<file path="src/rtl/halving_seq.sv">
// Backward mask walk: applies k multiplications by x^-1 in GF(2^128), one per cycle,
// using the byte order and domain-byte injection of the mask-doubling unit.
module halving_seq #(
   parameter int CNT_W = 4
) (
   input  logic             clk,
   input  logic             rst_n,
   input  logic             in_valid,
   output logic             in_ready,
   input  logic [127:0]     in_state,
   input  logic [7:0]       in_dold,
   input  logic [7:0]       in_dnew,
   input  logic [CNT_W-1:0] in_count,
   output logic             out_valid,
   input  logic             out_ready,
   output logic [127:0]     out_state
);

   typedef enum logic [1:0] {IDLE, RUN, DONE} state_t;

   state_t           state_q;
   logic [127:0]     acc_q;
   logic [127:0]     acc_d;
   logic [CNT_W-1:0] rem_q;
   logic [7:0]       dold_q;
   logic [7:0]       dnew_q;
   logic             in_ready_q;
   logic             out_valid_q;

   function automatic logic [127:0] byte_rev(input logic [127:0] v);
      logic [127:0] r;
      for (int i = 0; i < 16; i++) begin
         r[8*i +: 8] = v[127-8*i -: 8];
      end
      return r;
   endfunction

   // Undo doubling: strip dnew, reduce by the polynomial if the low bit is set,
   // rotate right by one, then restore byte order and re-inject dold.
   function automatic logic [127:0] halve(input logic [127:0] s,
                                          input logic [7:0]   dold,
                                          input logic [7:0]   dnew);
      logic [127:0] t;
      logic [127:0] m;
      logic [127:0] r;
      t       = s;
      t[7:0]  = t[7:0] ^ dnew;
      m       = byte_rev(t);
      if (m[0]) begin
         m = m ^ 128'h86;
      end
      r       = byte_rev({m[0], m[127:1]});
      r[7:0]  = r[7:0] ^ dold;
      return r;
   endfunction

   always_comb begin
      acc_d = halve(acc_q, dold_q, dnew_q);
   end

   always_ff @(posedge clk or negedge rst_n) begin
      if (!rst_n) begin
         state_q     <= IDLE;
         acc_q       <= '0;
         rem_q       <= '0;
         dold_q      <= '0;
         dnew_q      <= '0;
         in_ready_q  <= 1'b0;
         out_valid_q <= 1'b0;
      end else begin
         case (state_q)
            IDLE: begin
               if (in_valid && in_ready_q) begin
                  acc_q      <= in_state;
                  dold_q     <= in_dold;
                  dnew_q     <= in_dnew;
                  rem_q      <= in_count;
                  in_ready_q <= 1'b0;
                  if (in_count == '0) begin
                     state_q     <= DONE;
                     out_valid_q <= 1'b1;
                  end else begin
                     state_q <= RUN;
                  end
               end else begin
                  in_ready_q <= 1'b1;
               end
            end
            RUN: begin
               acc_q <= acc_d;
               rem_q <= rem_q - CNT_W'(1);
               if (rem_q == CNT_W'(1)) begin
                  state_q     <= DONE;
                  out_valid_q <= 1'b1;
               end
            end
            DONE: begin
               if (out_ready) begin
                  state_q     <= IDLE;
                  out_valid_q <= 1'b0;
                  in_ready_q  <= 1'b1;
               end
            end
            default: begin
               state_q     <= IDLE;
               out_valid_q <= 1'b0;
               in_ready_q  <= 1'b0;
            end
         endcase
      end
   end

   assign in_ready  = in_ready_q;
   assign out_valid = out_valid_q;
   assign out_state = acc_q;

endmodule
</file>
<file path="config.mk">
export PLATFORM = sky130hd
export DESIGN_NAME = halving_seq
export DESIGN_NICKNAME = d
export VERILOG_FILES = /design/src/rtl/halving_seq.sv
export SDC_FILE = /design/constraint.sdc
export NUM_CORES = 1
export LEC_CHECK = 0
export ABC_AREA = 1
export BUFFER_PORTS_ARGS = -buffer_cell sky130_fd_sc_hd__buf_2
export CORE_MARGIN = 1.5
export CORE_UTILIZATION = 50
export DETAILED_ROUTE_END_ITERATION = 8
export PLACE_DENSITY = 0.81
export SLEW_MARGIN = 30
export SYNTH_ARGS = -nofsm -noshare
export SYNTH_HDL_FRONTEND = slang
export SYNTH_SLANG_ARGS = --single-unit
</file>
<file path="constraint.sdc">
create_clock -name clk -period 1.6 [get_ports clk]
set_input_delay 0.16 -clock clk [delete_from_list [all_inputs] [get_ports clk]]
set_output_delay 0.16 -clock clk [all_outputs]
set_load 0.05 [all_outputs]
</file>
; After elaboration in Yosys (flattened, before gate mapping)
; Cells that the tools add are included.
[op_classes]
add_sub_neg = 1
bitwise_logic = 4
mux = 18
reduce_logical = 9
n_eq_ne = 7
[ops]
columns = operator, n
row1 = $pmux W128 S2, 1
row2 = $mux W128, 1
row3 = $xor A8 B8 Y8, 2
row4 = $mux W2, 4
row5 = $mux W8, 1
row6 = $ne A2 B2 Y1 const B, 4
row7 = $pmux W4 S2, 1
row8 = $mux W1, 6
row9 = $pmux W1 S3, 2
row10 = $pmux W2 S3, 1
row11 = $reduce_and A2 Y1, 3
row12 = $eq A4 B1 Y1 const B, 1
row13 = $logic_not A4 Y1, 1
row14 = $mux W4, 1
row15 = $reduce_and A4 Y1, 1
row16 = $sub A4 B1 Y4 const B, 1
row17 = $not A3 Y3, 1
row18 = $reduce_and A3 Y1, 1
row19 = $eq A2 B1 Y1 const B, 1
row20 = $eq A2 B2 Y1 const B, 1
row21 = $logic_not A2 Y1, 1
row22 = $reduce_bool A2 Y1, 1
row23 = $logic_and A1 B1 Y1, 1
row24 = $not A1 Y1, 1
[word_totals]
elab_cells = 46
regBits = 152
out_inout_bits = 130
inputBits = 152

; Depth between registers and ports, before layout
; Gate-level depths: netlist of run 1.
[depth]
ltp_word = 4
ltp_mapped = 9
depth_no_buf = 7

; Least setup slack after synthesis of run 1
; Ideal clock, no wire load.
[synth_path]
kind = reg2reg
from = register in_ready_q, in the netlist in_ready
to = register acc_q[21], in the netlist out_state[21]
slack_ps = -38
t_required_ps = 1523
setup_ps = 77
period_less_slack_ps = 1638
path_buffers = 2
arrival_ps = 1560
path_stages_with_launch = 9
path_cell_list = dfrtp_1 -> nand2_1 -> nor2_1 -> nor2_4 -> inv_4 -> buf_4 -> buf_2 -> nand2_1 -> o21ai_1
[synth_via]
elab_chain_cells = 3
[synth_rtl]
columns = item, line
row1 = from (decl), 27  ; logic in_ready_q;
row2 = from (signal assigned), 68  ; in_ready_q <= 1'b0;
row3 = from (signal assigned), 78  ; in_ready_q <= 1'b0;
row4 = from (signal assigned), 86  ; in_ready_q <= 1'b1;
row5 = $logic_and A1 B1 Y1, 73  ; if (in_valid && in_ready_q) begin
row6 = $ne A2 B2 Y1 (no line), -
row7 = $reduce_and A2 Y1 (no line), -
row8 = to (signal assigned), 74  ; acc_q <= in_state;
row9 = to (decl), 22  ; logic [127:0] acc_q;
; No other way between the ends.
; A chain may end at the register's enable or synchronous reset.

; Worst setup path in the final report of run 1
[layout_path]
from = register state_q[0]
to = register acc_q[67], in the netlist out_state[67]
[layout_via]
elab_chain_cells = 3
word_cells_on_any_way = 6
classes_between = 2 x eq/ne / 1 x mux / 3 x reduce/logical
[layout_rtl]
columns = item, line
row1 = from (decl), 21  ; state_t state_q;
row2 = from (signal assigned), 63  ; state_q <= IDLE;
row3 = from (signal assigned), 80  ; state_q <= DONE;
row4 = from (signal assigned), 83  ; state_q <= RUN;
row5 = $eq A2 B1 Y1 or $logic_not A2 Y1 (tied branches), 71  ; case (state_q)
row6 = $reduce_bool A2 Y1 (no line) or $ne A2 B2 Y1 (tied branches), -
row7 = $reduce_and A2 Y1 (no line), -
; Several ways; a longest one is shown, not always the timed one.

==> metrics, run 1 <==
largest net degree at the start of global routing 87; Final Slew Violations 0; post-CTS setup buffer count 0; CP arrival 1820 ps; Detail Placement HPWL 14500 um; via/cell ratio 5.08; total number of vias 7562; Max Used Layer met5; share of layout cells above drive strength 1 27.0%; Synth top area share 51.1%; Setup crit end kind register; clk_skew 7.58 ps; # rows 44; initial antenna violation count 1; Layout Area Growth over Synthesis 35.9%; min cycle time layout 1480 ps; Die W 125 um; syn nets 1150; Worst Hold Class input port to register; Synth area leaders dfrtp_1, nand2_1, o21ai_0, o21ai_1, inv_1; EDFF count, synth 0; CTS tree yes; Bufs on Longest Clock Path 2; CP required 1940 ps; CTS Root Cell clkbuf_16; total die area 0.0156 mm^2; met2 routed WL 10200 um; IO Count 282; asr flop ratio synth 100%; routability cong. 0.858; Residual DRC 0; slew margin rel. 69.5%; Clock Pin Slew Worst Setup and Hold Paths 60 ps; synth warn 0; unrepaired setup endpoints after global routing no; post-synthesis cell area 0.00744 mm^2; Port Buf Inserts 281; Max Fanout on Critical Path 21; Post-Route Setup TNS 0 ps; clk sink count 152; status finished clean; worst slew pin tran 458 ps; core footprint 0.0145 mm^2; cells after synthesis 996; routed wire length 20900 um; fmax 674 MHz; Worst setup SP type register; Fin. Hold Viols 0; Cell variety after synth 18; # setup viols final 0; total of max-cap violations 0; CTS H-Tree Depth 4; first-pass GRT wire length 33900 um; post-route cell area 0.0101 mm^2; placed inst area 0.00918 mm^2; Post-synth top flop dfrtp_1; Seq/Total Area, Yosys 51.1%; total CTS buffers 17; routed wl met3 1490 um; Die Span Y 125 um; Final Util 69.6%; antenna-violating nets left 0; Skew-Pair Late Insertion Delay 420 ps; first-pass detailed-route iteration total 6; initial core utilization 51.2%; Yosys reg bits 152; drt wl/cell 14.0 um; period utilisation layout 92.7%; synthesized area per cell 7.47 um^2; post-synth top area cell dfrtp_1; wl on met1 8590 um; Tot GR Track Use 26.9%; kind of critical path register to register; number of diodes 0; gr ovfl total 0; final-stage net count 1448; vias in the first global route 7175; drt initial violations 479
synth_stat cells, types with 3 or more instances:
library cell    n
clkbuf_1       20
nand3_1        31
a21oi_1         7
nand2_1       344
o21ai_0       134
inv_1         131
buf_2          36
nor2_1         11
o21ai_1       112
dfrtp_1       152
or2_2           6
inv_2           3
sequential cells by signal (all words and copies together) (netlist names):
register   flops
dnew_q         8
rem_q          4
state_q        2
out_valid      1
in_ready       1
out_state    128
dold_q         8
kinds of logic (layout without fill, tap and decap cells):
| group | after synthesis | after routing | share of synthesized area (%) |
|---|---|---|---|
| simple gates | 396 | 396 | 21.0 |
| flops | 152 | 152 | 51.1 |
| compound gates | 253 | 253 | 17.0 |
| fa+ha+maj | 2 | 2 | 0.336 |
| buf+inv | 193 | 503 | 10.5 |
worst max-delay path, cell delays in order, from the launching register on:
cell     delay [ps]
dfrtp_1         430
inv_2            60
buf_4           150
nor2_4          100
nor2_4           70
inv_8           160
buf_4           250
nand2_1          90
o21ai_1          90
cell usage in the layout, fill, tap and decap left out:
cell type | Yosys | routed
inv_1 | 131 | 131
clkbuf_1 | 20 | 3
bufinv_16 | 0 | 5
or2_2 | 6 | 6
o21ai_0 | 134 | 134
nor2_2 | 0 | 1
buf_6 | 1 | 1
nand2_4 | 0 | 1
nor2_1 | 11 | 10
inv_8 | 0 | 1
dfrtp_1 | 152 | 151
clkinv_2 | 0 | 1
buf_12 | 0 | 10
nand3_1 | 31 | 31
a21oi_1 | 7 | 7
clkbuf_16 | 0 | 17
nand2_1 | 344 | 343
clkbuf_8 | 0 | 4
buf_16 | 0 | 1
nand4_1 | 2 | 2
ha_1 | 2 | 2
dfrtp_2 | 0 | 1
o21ai_1 | 112 | 112
buf_4 | 1 | 18
clkinv_4 | 0 | 1
inv_2 | 3 | 3
buf_2 | 36 | 280
dlygate4sd3_1 | 0 | 27
nor2_4 | 2 | 2
per-stage QoR:
stage / worst slack (ps) / std cells / hold WS [ps]
2_1_floorplan: 105 / 996 / -136
3_3_place_gp: 165 / 1432 / 129
3_5_place_dp: 113 / 1432 / 129
4_1_cts: 59.6 / 1490 / 26.9
5_1_grt: 6.88 / 1490 / 67.3
6_report: 117 / 1490 / 42.0
per-layer routing:
metal | global-route usage, % | vias up
li1 | - | 3721
met1 | 33.7 | 3447
met2 | 46.0 | 343
met3 | 6.29 | 49
met4 | 8.96 | 2
met5 | 0 | -
path summary, 6_finish.rpt:
path / from / end / slack [ps] / cells past startpoint
worst max-delay path: state_q[0]$_DFFE_PN0P_ / out_state[67]$_DFFE_PN0P_ / 120 / 8
worst min-delay path: in_count[2] / rem_q[2]$_DFFE_PN0P_ / 40 / 3
worst max register to register: state_q[0]$_DFFE_PN0P_ / out_state[67]$_DFFE_PN0P_ / 120 / 8
worst min register to register: out_valid$_DFFE_PN0P_ / out_valid$_DFFE_PN0P_ / 470 / 2
max in group asynchronous: rst_n / dold_q[1]$_DFFE_PN0P_ / 800 / 3
min in group asynchronous: rst_n / out_state[102]$_DFFE_PN0P_ / 230 / 2
final cells by class:
cell class | instances | area [um^2]
Multi-Input combinational cell | 651 | 2860
Clock inverter | 7 | 164
Sequential cell | 152 | 3800
Timing Repair Buffer | 337 | 2050
Fill cell | 1133 | 4420
Clock buffer | 24 | 492
Tap cell | 184 | 230
Inverter | 135 | 514
what timing repair did:
action                                  CTS  global route
hold buffers                             27             0
endpoints found under the setup margin    0             1
hold endpoints to repair                 68             0
gates resized for setup                   0             2
Power of run 1 is left out: the tool's default activity adds up to more than one toggle a clock period on the data nets, which glitch-free logic cannot reach.
==> run 2, diff against run 1 <==
--- a/config.mk
+++ b/config.mk
@@ -6,11 +6,11 @@
 export NUM_CORES = 1
 export LEC_CHECK = 0
 export ABC_AREA = 1
-export BUFFER_PORTS_ARGS = -buffer_cell sky130_fd_sc_hd__buf_2
 export CORE_MARGIN = 1.5
-export CORE_UTILIZATION = 50
+export CORE_UTILIZATION = 55
 export DETAILED_ROUTE_END_ITERATION = 8
-export PLACE_DENSITY = 0.81
+export DONT_BUFFER_PORTS = 1
+export PLACE_DENSITY = 0.7
 export SLEW_MARGIN = 30
 export SYNTH_ARGS = -nofsm -noshare
 export SYNTH_HDL_FRONTEND = slang
==> run 2 against run 1 <==
Against the previous run:
- the run now ends with hold timing left
- clock skew is 1.1 ps lower
- sequential cell count stayed put
- register-to-register slack about the same
- global-route usage is 4.6 points higher
- worst hold slack got worse by 610 ps
- setup slack better by 1.0 ps
- non-clock buffer count down 67
==> metrics, run 2 (same netlist as run 1, synthesis figures left out) <==
CTS tree yes; Bufs on Longest Clock Path 2; total die area 0.0142 mm^2; core footprint 0.0132 mm^2; Multi-input gate area 0.00286 mm^2; initial core utilization 56.2%; Die W 119 um; dpl ws 107 ps; vias in the first global route 7366; number of flip-flops under the largest register name 128; worst reg-to-reg path cell count 8; IO Count 282; # setup viols final 0; fmax 675 MHz; post-route setup slack 118 ps; most frequent cells in the layout nand2_1, dfrtp_1, buf_4; first-pass detailed-route iteration total 5; kind of critical path register to register; gr ovfl total 0; share of layout cells above drive strength 1 15.5%; cts hold-fix bufs 124; FILL cells 892; Residual DRC 0; Layout Area Growth over Synthesis 40.6%; drt wl/cell 15.6 um; period utilisation layout 92.6%; total CTS buffers 17; clock power share 15.0%; CTS Root Cell clkbuf_16; hold slack final -564 ps; Final Slew Violations 0; crit-path max cell delay 430 ps; commonest non-fill, non-tap cell in the layout nand2_1; largest net degree at the start of global routing 153; Worst setup SP type register; Setup crit end kind register; status complete, but fails checks; Post-Route Setup TNS 0 ps; CP required 1940 ps; Tot GR Track Use 31.5%; initial antenna violation count 0; GRT Max-Usage Layer met2; CP Depth 8; worst slew pin tran 562 ps; Reg2Reg Setup Slack 120 ps; crit path from state_q[0]$_DFFE_PN0P_; # rows 42; crit path to out_state[31]$_DFFE_PN0P_; total of max-cap violations 0; Port Buf Inserts 0; Detail Placement HPWL 13000 um; clk sink count 152; clk_skew 6.52 ps; switching share of power 52.2%; total number of vias 7529; CP max stage cell dfrtp_1; CP arrival 1820 ps; Max Fanout on Critical Path 22; grt met2 use 53.7%; Worst VDD drop 1510 uV; unrepaired setup endpoints after global routing no; M3 GR Usage 6.66%; largest delay contributor family on the critical path buffers and inverters; Die Span Y 119 um; CTS H-Tree Depth 4; slew margin rel. 62.6%; GR Util met1 38.8%; Pleak 5.28 nW; failing checks hold timing; Fin. Hold Viols 152; Clock Pin Slew Worst Setup and Hold Paths 60 ps; Reg2Reg Capture Point out_state[31]$_DFFE_PN0P_; via/cell ratio 5.32; Pwr per Cell Area 2630 mW/mm^2; drt initial violations 636; first-pass GRT wire length 35800 um; routed wire length 22000 um; Sequential Area 0.00380 mm^2; min cycle time layout 1480 ps; Worst Hold Class input port to asynchronous set/reset pin; final-stage net count 1381; crit-path cells inv_2 > buf_4 > nor2_4 > nor2_4 > inv_8 > buf_4 > nand2_1 > o21ai_1; combinational power share 58.9%; critical path buffer and inverter count 4; antenna-violating nets left 0; Flop pwr share 26.0%; Net Sw Power 14.4 mW; RR Startpoint state_q[0]$_DFFE_PN0P_; number of diodes 0; routability cong. 0.847; internal power component 13.2 mW; Skew-Pair Late Insertion Delay 420 ps; post-CTS setup buffer count 0
run 2: cell count changes in the layout (fill, tap and decap cells not counted):
cell	before	now
buf_2	280	0
buf_4	18	137
dlygate4sd3_1	27	124
buf_12	10	6
clkinvlp_4	0	3
bufinv_16	5	3
clkbuf_1	3	1
clkinv_2	1	3
buf_6	1	2
clkbuf_8	4	3
inv_6	0	1
run 2: how the worst min path moves through the flow:
stage          start                        end  slack [ps]  cells past startpoint
3_3_place_gp   rst_n  out_state[54]$_DFFE_PN0P_        -130                      0
5_1_grt        rst_n  out_state[54]$_DFFE_PN0P_        -580                      0
4_1_cts        rst_n  out_state[54]$_DFFE_PN0P_        -580                      0
2_1_floorplan  rst_n      dnew_q[0]$_DFFE_PN0P_        -140                      0
3_5_place_dp   rst_n  out_state[54]$_DFFE_PN0P_        -130                      0
6_report       rst_n  out_state[54]$_DFFE_PN0P_        -560                      0
run 2: per-stage QoR:
step	hold slack (ps)	util [%]	power, mW	cells	instance area [um^2]
3_5_place_dp	-131	64.8	22.7	1260	8580
5_1_grt	-583	79.0	29.2	1416	10500
3_3_place_gp	-132	64.8	22.4	1260	8580
4_1_cts	-578	78.8	27.2	1416	10400
6_report	-564	79.0	27.5	1416	10500
2_1_floorplan	-136	-	18.2	996	7440
run 2: power by group through the flow:
stage | Combinational (mW) | Clock, mW | Sequential [mW]
3_3_place_gp | 15.3 | 0 | 7.06
5_1_grt | 17.5 | 4.37 | 7.36
3_5_place_dp | 15.6 | 0 | 7.10
2_1_floorplan | 6.01 | 0 | 12.2
4_1_cts | 15.9 | 4.19 | 7.08
6_report | 16.2 | 4.14 | 7.16
run 2: area by class of cell:
type                            instances  share of cell area (%)
Timing Repair Buffer                  270                    23.3
Sequential cell                       152                    36.4
Clock buffer                           21                    4.50
Clock inverter                         11                    1.39
Inverter                              135                    4.92
Multi-Input combinational cell        651                    27.4
Tap cell                              176                    2.11
run 2: metal layers:
metal  routed length [um]  share of wire, %  vias to the layer above
met2                10900                49                      341
met4                  796               3.6                        0
met5                    0                 0                        -
met1                 8800                40                     3529
met3                 1540               7.0                       64
li1                     -                 -                     3595
run 2: repair_timing:
action                                 4_1_cts  5_1_grt
resized for setup                            0        4
setup endpoints to repair                    0       12
endpoints found under the hold margin      276      152
(Power assumes the default switching activity.)
